**config.mk**
```make
export PLATFORM = sky130hd
export DESIGN_NAME = adc_frame_reader
export DESIGN_NICKNAME = d
export VERILOG_FILES = /design/src/rtl/adc_frame_reader.sv
export SDC_FILE = /design/constraint.sdc
export NUM_CORES = 1
export LEC_CHECK = 0
export CAP_MARGIN = 20
export CELL_PAD_IN_SITES_DETAIL_PLACEMENT = 0
export CELL_PAD_IN_SITES_GLOBAL_PLACEMENT = 2
export CORE_ASPECT_RATIO = 0.9
export CORE_MARGIN = 3
export CORE_UTILIZATION = 27
export CTS_CLUSTER_SIZE = 25
export DETAILED_ROUTE_END_ITERATION = 16
export GPL_TIMING_DRIVEN = 0
export PLACE_DENSITY = 0.77
export SLEW_MARGIN = 5
export SYNTH_ARGS = -nofsm -noshare
export SYNTH_HDL_FRONTEND = slang
export SYNTH_SLANG_ARGS = --single-unit
```
**constraint.sdc**
```tcl
create_clock -name clk_sys_i -period 2.1 [get_ports clk_sys_i]
set_clock_uncertainty 0.05 [all_clocks]
set_input_delay 0.42 -clock clk_sys_i [delete_from_list [all_inputs] [get_ports clk_sys_i]]
set_output_delay 0.42 -clock clk_sys_i [all_outputs]
set_load 0.05 [all_outputs]
```
**src/rtl/adc_frame_reader.sv**
```systemverilog
// adc_frame_reader: captures a frame of packed ADC words after an arm
// pulse and an optional level trigger, and sends it out as one AXI-Stream frame.
//
// Ports:
//   clk_sys_i / aresetn_i : clock and async active-low reset
//   adc_valid_i / adc_data_i / adc_rd_en_o : upstream word source
//   arm_i / abort_i / frame_len_i / trig_level_i : capture control
//   m_axis_t{data,valid,ready,last} : frame output
//   busy_o / done_o / truncated_o   : status
//
// Build option: define ADC_FRAME_TRIG_EN to add the rising-crossing
// trigger on channel A. Without it, the first word read after arm
// starts the frame.
module adc_frame_reader #(
  parameter int FrameLenW = 16
) (
  input  logic                 clk_sys_i,
  input  logic                 aresetn_i,
  input  logic                 adc_valid_i,
  input  logic [31:0]          adc_data_i,
  output logic                 adc_rd_en_o,
  input  logic                 arm_i,
  input  logic                 abort_i,
  input  logic [FrameLenW-1:0] frame_len_i,
  input  logic [15:0]          trig_level_i,
  output logic [31:0]          m_axis_tdata_o,
  output logic                 m_axis_tvalid_o,
  input  logic                 m_axis_tready_i,
  output logic                 m_axis_tlast_o,
  output logic                 busy_o,
  output logic                 done_o,
  output logic                 truncated_o
);

  typedef enum logic [1:0] {
    ST_IDLE,
    ST_ARMED,
    ST_CAPTURE,
    ST_DRAIN
  } state_e;

  state_e               state_q, state_d;
  logic [FrameLenW-1:0] len_q, len_d;
  logic [FrameLenW-1:0] cnt_q, cnt_d;
  logic [FrameLenW-1:0] cnt_inc;
  logic [31:0]          tdata_q, tdata_d;
  logic                 tvalid_q, tvalid_d;
  logic                 tlast_q, tlast_d;
  logic                 done_q, done_d;
  logic                 trunc_q, trunc_d;

  logic rd_en;
  logic xfer;
  logic accept;
  logic pending;
  logic last_word;
  logic trig_hit;

  assign accept  = tvalid_q & m_axis_tready_i;
  assign pending = tvalid_q & ~m_axis_tready_i;

  // Abort gates the read so the word on the bus stays upstream.
  assign rd_en = ~abort_i &
                 ((state_q == ST_ARMED) |
                  ((state_q == ST_CAPTURE) &
                   (~tvalid_q | m_axis_tready_i)));

  assign xfer      = adc_valid_i & rd_en;
  assign cnt_inc   = cnt_q + FrameLenW'(1);
  assign last_word = (cnt_inc == len_q);

`ifdef ADC_FRAME_TRIG_EN
  logic [15:0] prev_a_q, prev_a_d;

  assign trig_hit =
    ($signed(prev_a_q) < $signed(trig_level_i)) &&
    ($signed(adc_data_i[15:0]) >= $signed(trig_level_i));

  // Start at the most negative code so the first word can cross.
  always_comb begin
    prev_a_d = prev_a_q;
    if ((state_q == ST_IDLE) && arm_i) begin
      prev_a_d = 16'h8000;
    end else if ((state_q == ST_ARMED) && xfer) begin
      prev_a_d = adc_data_i[15:0];
    end
  end

  always_ff @(posedge clk_sys_i or negedge aresetn_i) begin
    if (!aresetn_i) begin
      prev_a_q <= '0;
    end else begin
      prev_a_q <= prev_a_d;
    end
  end
`else
  logic unused_trig_level;
  assign unused_trig_level = ^trig_level_i;
  assign trig_hit          = 1'b1;
`endif

  always_comb begin
    state_d  = state_q;
    len_d    = len_q;
    cnt_d    = cnt_q;
    tdata_d  = tdata_q;
    tvalid_d = tvalid_q;
    tlast_d  = tlast_q;
    done_d   = 1'b0;
    trunc_d  = trunc_q;

    if (accept) begin
      tvalid_d = 1'b0;
      tlast_d  = 1'b0;
    end

    unique case (state_q)
      ST_IDLE: begin
        if (arm_i && (frame_len_i != '0)) begin
          len_d   = frame_len_i;
          cnt_d   = '0;
          trunc_d = 1'b0;
          state_d = ST_ARMED;
        end
      end
      ST_ARMED: begin
        if (abort_i) begin
          state_d = ST_IDLE;
        end else if (xfer && trig_hit) begin
          tdata_d  = adc_data_i;
          tvalid_d = 1'b1;
          tlast_d  = last_word;
          cnt_d    = cnt_inc;
          state_d  = last_word ? ST_DRAIN : ST_CAPTURE;
        end
      end
      ST_CAPTURE, ST_DRAIN: begin
        if (abort_i) begin
          trunc_d = (cnt_q != '0);
          if (pending) begin
            // The held beat closes the shortened frame.
            tlast_d = 1'b1;
            state_d = ST_DRAIN;
          end else begin
            state_d = ST_IDLE;
          end
        end else if (state_q == ST_CAPTURE) begin
          if (xfer) begin
            tdata_d  = adc_data_i;
            tvalid_d = 1'b1;
            tlast_d  = last_word;
            cnt_d    = cnt_inc;
            state_d  = last_word ? ST_DRAIN : ST_CAPTURE;
          end
        end else if (accept) begin
          // An aborted frame ends without a done pulse.
          done_d  = ~trunc_q;
          state_d = ST_IDLE;
        end
      end
      default: state_d = ST_IDLE;
    endcase
  end

  always_ff @(posedge clk_sys_i or negedge aresetn_i) begin
    if (!aresetn_i) begin
      state_q  <= ST_IDLE;
      len_q    <= '0;
      cnt_q    <= '0;
      tdata_q  <= '0;
      tvalid_q <= 1'b0;
      tlast_q  <= 1'b0;
      done_q   <= 1'b0;
      trunc_q  <= 1'b0;
    end else begin
      state_q  <= state_d;
      len_q    <= len_d;
      cnt_q    <= cnt_d;
      tdata_q  <= tdata_d;
      tvalid_q <= tvalid_d;
      tlast_q  <= tlast_d;
      done_q   <= done_d;
      trunc_q  <= trunc_d;
    end
  end

  assign adc_rd_en_o     = rd_en;
  assign m_axis_tdata_o  = tdata_q;
  assign m_axis_tvalid_o = tvalid_q;
  assign m_axis_tlast_o  = tlast_q;
  assign busy_o          = (state_q != ST_IDLE);
  assign done_o          = done_q;
  assign truncated_o     = trunc_q;

endmodule

```
==> impl_summary.md <==
Global routing
The largest net degree at the start of global routing is 58. The total routing resource utilization after global routing is 0.145. For this run the aggregate overflow at the end of global routing stands at 0.

The first-pass GRT wire length is 17,600 um. The initial antenna violation count was 0. The number of global-route vias before repair is approximately 3,200.

Die
From bottom edge to top edge, the die measures 119 um. The initial standard-cell utilization of the core is 0.280. The floorplan die width is 131 um. The total I/O pin count is 108. The total core area is 13,600 um2. The row count is 40. The die covers 15,500 um2.

Timing
Setup repair after global routing could not meet its margin everywhere. The number of hold violations in the final report is 0. The normalized max-slew margin is 0.640. The total count of max-transition violations in the final report was 0.

Once routing completed, OpenROAD measured the worst setup slack at 21.1 ps. The number of endpoints failing setup at the final stage is 0. The post-route clock period utilization is 0.990.

The worst path in the final design needs a cycle of 2080 ps, including I/O delays and setup. The pin slew with the least headroom to its limit is ~540 ps. The final hold slack is 390 ps. The top achievable clock speed is 481 MHz.

Cells and area
The storage element area is 1760 um2. 0 antenna diodes ended up in the layout. Compared with the post-synthesis result, the final layout area differs by 52.6%.

Fill cells in the final layout number roughly 1,300. The multi-input logic area is 2110 um2. The fraction of final layout cells with drive strength greater than 1 is 0.280. For this run, the post-layout net count is 554. The finished cells cover 5800 um2.

Power
The leakage power figure is about 2.4 nW. The switching share of power is 0.431. The share of total power dissipated in combinational logic is 0.531. Cell internal power was estimated by the tool at 4.61 mW. The share of total power dissipated in sequential elements is 0.278. The net switching component of the power is 3.50 mW. The design draws 8.11 mW. For this design the ratio of total power to cell area is 1400 nW/um2. VDD sags by at most 0.949 mV. The fraction of power consumed by the clock network is 0.191.

Drt
The first-iteration detailed-routing DRC count is around 140. The final routed wirelength across all metal layers is between 10,000 and 15,000 um. The vias per cell is 4.74.

The met2 wire length is 4990 um. In this run the remaining antenna-violating nets after routing total 0. Signal routing reaches up to met4.

The first-pass iteration count of the detailed router is 4. After detailed routing, the wire length on met1 is 5010 um. The number of vias after detailed routing is 3,180. After detailed routing, the met3 layer carries 989 um of wire. After detailed routing, the average wire length per cell comes to 16.7 um.

The number of design rule violations left after detail routing is 0.

Worst setup path
The worst setup path is captured at a primary output. The largest fanout on the critical path is 7. Data on the critical path is required at its endpoint by 1630 ps. Walking the worst path, the cells encountered are inv_4, ha_4, buf_4, a21oi_2, nor2_2, buf_4. STA puts the critical path data arrival time at 1610 ps. Among cell families on the critical path, the largest total delay comes from flip-flops. The cell with the biggest individual delay on the critical path is dfrtp_2. The worst setup path is launched from a register. The kind of critical path is reg2out.

The cell with the most instances on the worst path is buf_4. The number of buffer and inverter instances along the worst setup path is 3. The delay of the slowest cell on the worst path is 450 ps.

Clock network
The TritonCTS clock tree is done. The maximum level of the CTS H-tree is 3. Buffers inserted during clock tree synthesis total 9. The clock transition at the registers of the reported paths is around 60 ps. The latest clock arrival within the worst-skew pair is about 340 ps. The number of sinks driven by the clock tree is 70. The clock passes through at most 2 buffers. The CTS root buffer is clkbuf_16.

Placed design
The count of buffers from port buffering is 90. The congestion estimate from routability-driven global placement came to 0.785. The HPWL after detailed placement is 7760 um. The area after detailed placement is 4970 um2. Prior to clock tree synthesis, the placed netlist has a worst setup slack of -902 ps.

Synthesis
The post-synthesis cell type count is 58. The gate count after technology mapping is approximately 350. Each instance of the synthesized netlist takes up on average 10.9 um2.

Yosys mapped a number of flops with a built-in enable equal to 0. The synthesized netlist occupies a cell area of 3800 um2. The synthesized design contains 70 register bits. The net count of the mapped netlist is ~430. The number of synthesis warnings is 0. The share of synthesized flip-flops with an asynchronous set or reset is 1.00. The leading register cell type out of synthesis is dfrtp_1. Of the synthesized area, sequential elements account for 0.461.

Status
The run finished with clean final reports.

Run
The tool flagged a number of max-cap violations equal to 0.

Hold path
The tightest min-delay check is of the in2reg type.
-- repair_timing --
action	CTS	global route
pin swaps	13	8
endpoints found under the hold margin	13	0
buffers inserted	13	12
setup endpoints to repair	70	61
cloned	0	2
gates resized for setup	54	38
hold buffers	1	0
-- final cells by class --
type / count / share of cell area
plain buffers: 19 / 0.0270
clock inverters: 6 / 0.0106
multi-input cells: 249 / 0.365
repair buffers: 119 / 0.207
flip-flops and latches: 70 / 0.303
inverters: 9 / 0.00626
well taps: 189 / 0.0408
clock buffers: 10 / 0.0412
-- cell usage after synthesis (2+ instances only) --
cell type	instances	area, um2
nor2b_1	4	25.0
clkbuf_1	7	26.3
buf_4	6	45.0
nand4b_1	2	17.5
o31ai_1	6	45.0
a31oi_1	3	18.8
o21ai_1	5	25.0
o21ai_0	25	125
nand2b_1	7	43.8
nor3_1	5	25.0
a211oi_1	2	15.0
mux2_1	20	225
buf_2	5	25.0
nor2_1	26	97.6
a41oi_1	2	17.5
nand4_1	5	31.3
a21oi_1	14	70.1
ha_1	7	87.6
nor4_1	9	56.3
mux2_2	29	327
xnor2_1	15	131
xor2_1	8	70.1
buf_6	2	22.5
dfrtp_1	70	1750
nand3_2	2	20.0
nand3_1	4	20.0
a21o_1	2	15.0
and3_1	4	25.0
inv_1	9	33.8
nand2_1	16	60.1
-- cell usage in the layout, fill, tap and decap left out, types with 3 or more instances in the layout --
| cell | Yosys | layout |
|---|---|---|
| nor4_1 | 9 | 5 |
| dfrtp_1 | 70 | 66 |
| buf_2 | 5 | 3 |
| dfrtp_2 | 0 | 4 |
| clkinv_2 | 0 | 3 |
| nor2b_1 | 4 | 4 |
| nor4_4 | 1 | 5 |
| clkdlybuf4s50_1 | 0 | 80 |
| ha_4 | 0 | 4 |
| o31ai_1 | 6 | 6 |
| a31oi_1 | 3 | 3 |
| o21ai_0 | 25 | 16 |
| mux2_2 | 29 | 29 |
| clkbuf_16 | 0 | 10 |
| xor2_1 | 8 | 8 |
| nand4_1 | 5 | 5 |
| mux2_1 | 20 | 20 |
| buf_4 | 6 | 27 |
| o21ai_1 | 5 | 12 |
| nand2b_1 | 7 | 5 |
| buf_6 | 2 | 8 |
| nand3_1 | 4 | 4 |
| nor2_1 | 26 | 24 |
| xnor2_1 | 15 | 14 |
| dlymetal6s2s_1 | 0 | 6 |
| a21oi_1 | 14 | 12 |
| nand2_1 | 16 | 15 |
| inv_1 | 9 | 7 |
| nor3_1 | 5 | 4 |
-- registers in the layout, summed over array words and instances (netlist names) --
register and flops:
len_q 16, m_axis_tdata_o 32, done_o 1, truncated_o 1
state_q 2, m_axis_tlast_o 1, cnt_q 16, m_axis_tvalid_o 1
-- cell families (layout without fill, tap and decap cells) --
group,count (synthesis),after routing,share of synthesized area
simple gates,95,95,0.143
flops,70,70,0.461
fa+ha+maj,7,7,0.0230
mux,50,50,0.148
compound gates,73,73,0.127
buf+inv,30,163,0.0411
xor+xnor,24,24,0.0573
-- worst reg2reg max path, cell delays in order, from the launching register on --
cell and delay (ps):
dfrtp_1 360, buf_2 180, and3_4 200, xnor2_1 120
o31a_1 310, a2111oi_4 350, nand4_1 240, o21ai_1 190
-- power groups by stage --
stage / sequential, mW / clock, mW / combinational [mW]
4_1_cts: 2.24 / 1.59 / 4.17
3_3_place_gp: 2.23 / 0 / 3.83
5_1_grt: 2.31 / 1.65 / 4.57
3_5_place_dp: 2.25 / 0 / 3.85
2_1_floorplan: 3.30 / 0 / 1.49
6_report: 2.25 / 1.55 / 4.31
-- path summary, 6_finish.rpt --
check | startpoint | endpoint | slack (ps) | cells after the start
max in group asynchronous | aresetn_i | state_q[1] | 980 | 3
max reg2reg | cnt_q[5] | state_q[0] | 30 | 7
min in group asynchronous | aresetn_i | cnt_q[5] | 450 | 2
max | state_q[0] | adc_rd_en_o | 20 | 6
min | m_axis_tready_i | done_o | 390 | 3
min reg2reg | m_axis_tdata_o[8] | m_axis_tdata_o[8] | 430 | 1
-- per-stage QoR --
step | setup TNS (ps) | instances | utilization
after detailed placement | -44520 | 629 | 0.366
after global routing | -277 | 671 | 0.428
after CTS | -35.4 | 657 | 0.410
after floorplan | 0 | 349 | -
final | 0 | 671 | 0.428
after global placement | -189760 | 628 | 0.364
-- per-layer routing --
metal  vias up  global-route usage
met5         -                   0
met4         0              0.0456
met3        12              0.0569
met1      1532               0.196
li1       1524                   -
met2       112               0.210
Power figures use the tool's default switching activity.
==> RTL change: new RTL, same settings <==
The 4 states of `state_e` get a one-hot encoding in 4 bits.
--- a/src/rtl/adc_frame_reader.sv
+++ b/src/rtl/adc_frame_reader.sv
@@ -32,11 +32,11 @@
   output logic                 truncated_o
 );
 
-  typedef enum logic [1:0] {
-    ST_IDLE,
-    ST_ARMED,
-    ST_CAPTURE,
-    ST_DRAIN
+  typedef enum logic [3:0] {
+    ST_IDLE    = 4'b0001,
+    ST_ARMED   = 4'b0010,
+    ST_CAPTURE = 4'b0100,
+    ST_DRAIN   = 4'b1000
   } state_e;
 
   state_e               state_q, state_d;
Function: no difference found for any inputs over 4 cycles, from zero or initial values and one cycle with aresetn_i low; so few cycles prove little.
==> RTL change against the unedited design <==
  * The run now ends with setup timing left
  * Routed wire length fell by 1.2%
  * Design area decreased by 7.7%
  * Synthesized area shrank 3.6%
  * Sequential cell count rose by 2
  * Fmax shrank 12%
  * Total power down 22%
  * Setup slack got worse by 0.28 ns
  * Sequential share of layout area is 3.4 points higher
  * Largest cell class unchanged
==> RTL change: results (changes against the unedited design) <==
Final layout
  – Final non-filler cell total: 676 (was 671)
  – Multi-input logic area: 1857 um2 (was 2115 um2)
  – Fin nets: 579 (was 554)
  – Layout non-clock buf frac: 21.59% (was 23.37%)
  – Inverters: 7 (was 9)
  – Multi-input gates: 292 (was 249)
  – Fraction of layout cells with a size suffix above 1: 18.95% (was 28.01%)
  – Final std cell area, no fill: 5355 um2 (was 5799 um2)

Outcome
  – Status: complete, but fails checks (was finished, final reports clean)
  – Failing checks: setup timing

Power and ir drop
  – Lkg Pwr: 2.367 nW (was 2.392 nW)

STA
  – Final setup viols: 13 (was 0)
  – Setup slack after layout: -0.2556 ns (was 0.02115 ns)

Synth
  – Synth Area in Compound Gates: 9.495% (was 12.74%)
  – Register area share after synthesis: 49.21% (was 46.08%)
  – Synth unique cells: 51 (was 58)
  – Most common cell in the netlist: nand2_1 (was dfrtp_1)

Setup path
  – Critical path launch point: cnt_q[1]$_DFFE_PN0P_ (was state_q[0]$_DFFE_PN0P_)
  – CP max stage delay: 0.55 ns (was 0.45 ns)

Global routing
  – Grt met3 use: 7.727% (was 5.694%)
  – Met1 usage in global routing: 20.33% (was 19.63%)
  – First-pass GRT wire length: 18060 um (was 17580 um)
  – Met2 usage: 22.51% (was 21.00%)

Placed design
  – DP Worst Slack: -0.8080 ns (was -0.9022 ns)
  – Port bufs: 91 (was 90)

Drt
  – First-pass DRT Iterations: 5 (was 4)
[RTL change: cell count changes in the layout (fill, tap and decap cells not counted), sizes merged, moves of 3 or more]
cell and delta:
a21oi -8, mux2 -33, nand4 +3, buf -19, ha -5, clkbuf +5, o21ai -4, clkdlybuf4s50 +7
nand2 +104, nor3 +3, dlymetal6s2s -5, nor2 -14, nand2b -5, nand3 +6
[RTL change: cell families (layout without fill, tap and decap cells)]
logic type / Yosys count / count (layout)
buf+inv: 34 / 148
mux: 16 / 16
compound gates: 54 / 54
fa+ha+maj: 2 / 2
xor+xnor: 22 / 22
flops: 72 / 72
simple gates: 198 / 198
[RTL change: worst min-delay path by stage]
stage,end,startpoint,slack [ns],cells past startpoint
6_report,m_axis_tdata_o[19]$_DFFE_PN0P_,m_axis_tdata_o[19]$_DFFE_PN0P_,0.42,2
5_1_grt,m_axis_tdata_o[1]$_DFFE_PN0P_,aresetn_i,0.44,2
4_1_cts,len_q[0]$_DFFE_PN0P_,aresetn_i,0.43,2
3_5_place_dp,m_axis_tdata_o[1]$_DFFE_PN0P_,aresetn_i,0.25,1
3_3_place_gp,m_axis_tdata_o[1]$_DFFE_PN0P_,m_axis_tdata_o[1]$_DFFE_PN0P_,0.41,2
2_1_floorplan,cnt_q[0]$_DFFE_PN0P_,aresetn_i,0.07,0
[RTL change: power groups by stage]
stage | Sequential, mW | Clock [mW] | Combinational [mW]
after floorplan | 3.04 | 0 | 0.700
after global placement | 2.10 | 0 | 2.56
after detailed placement | 2.11 | 0 | 2.57
after CTS | 2.10 | 1.65 | 2.63
after global routing | 2.17 | 1.71 | 2.81
final | 2.10 | 1.59 | 2.63
[RTL change: repair_timing]
item	in CTS	in global routing
hold buffers	1	0
gates resized for setup	38	23
setup endpoints to repair	72	57
hold endpoints to repair	13	0
pin swaps	5	2
setup buffers	8	1
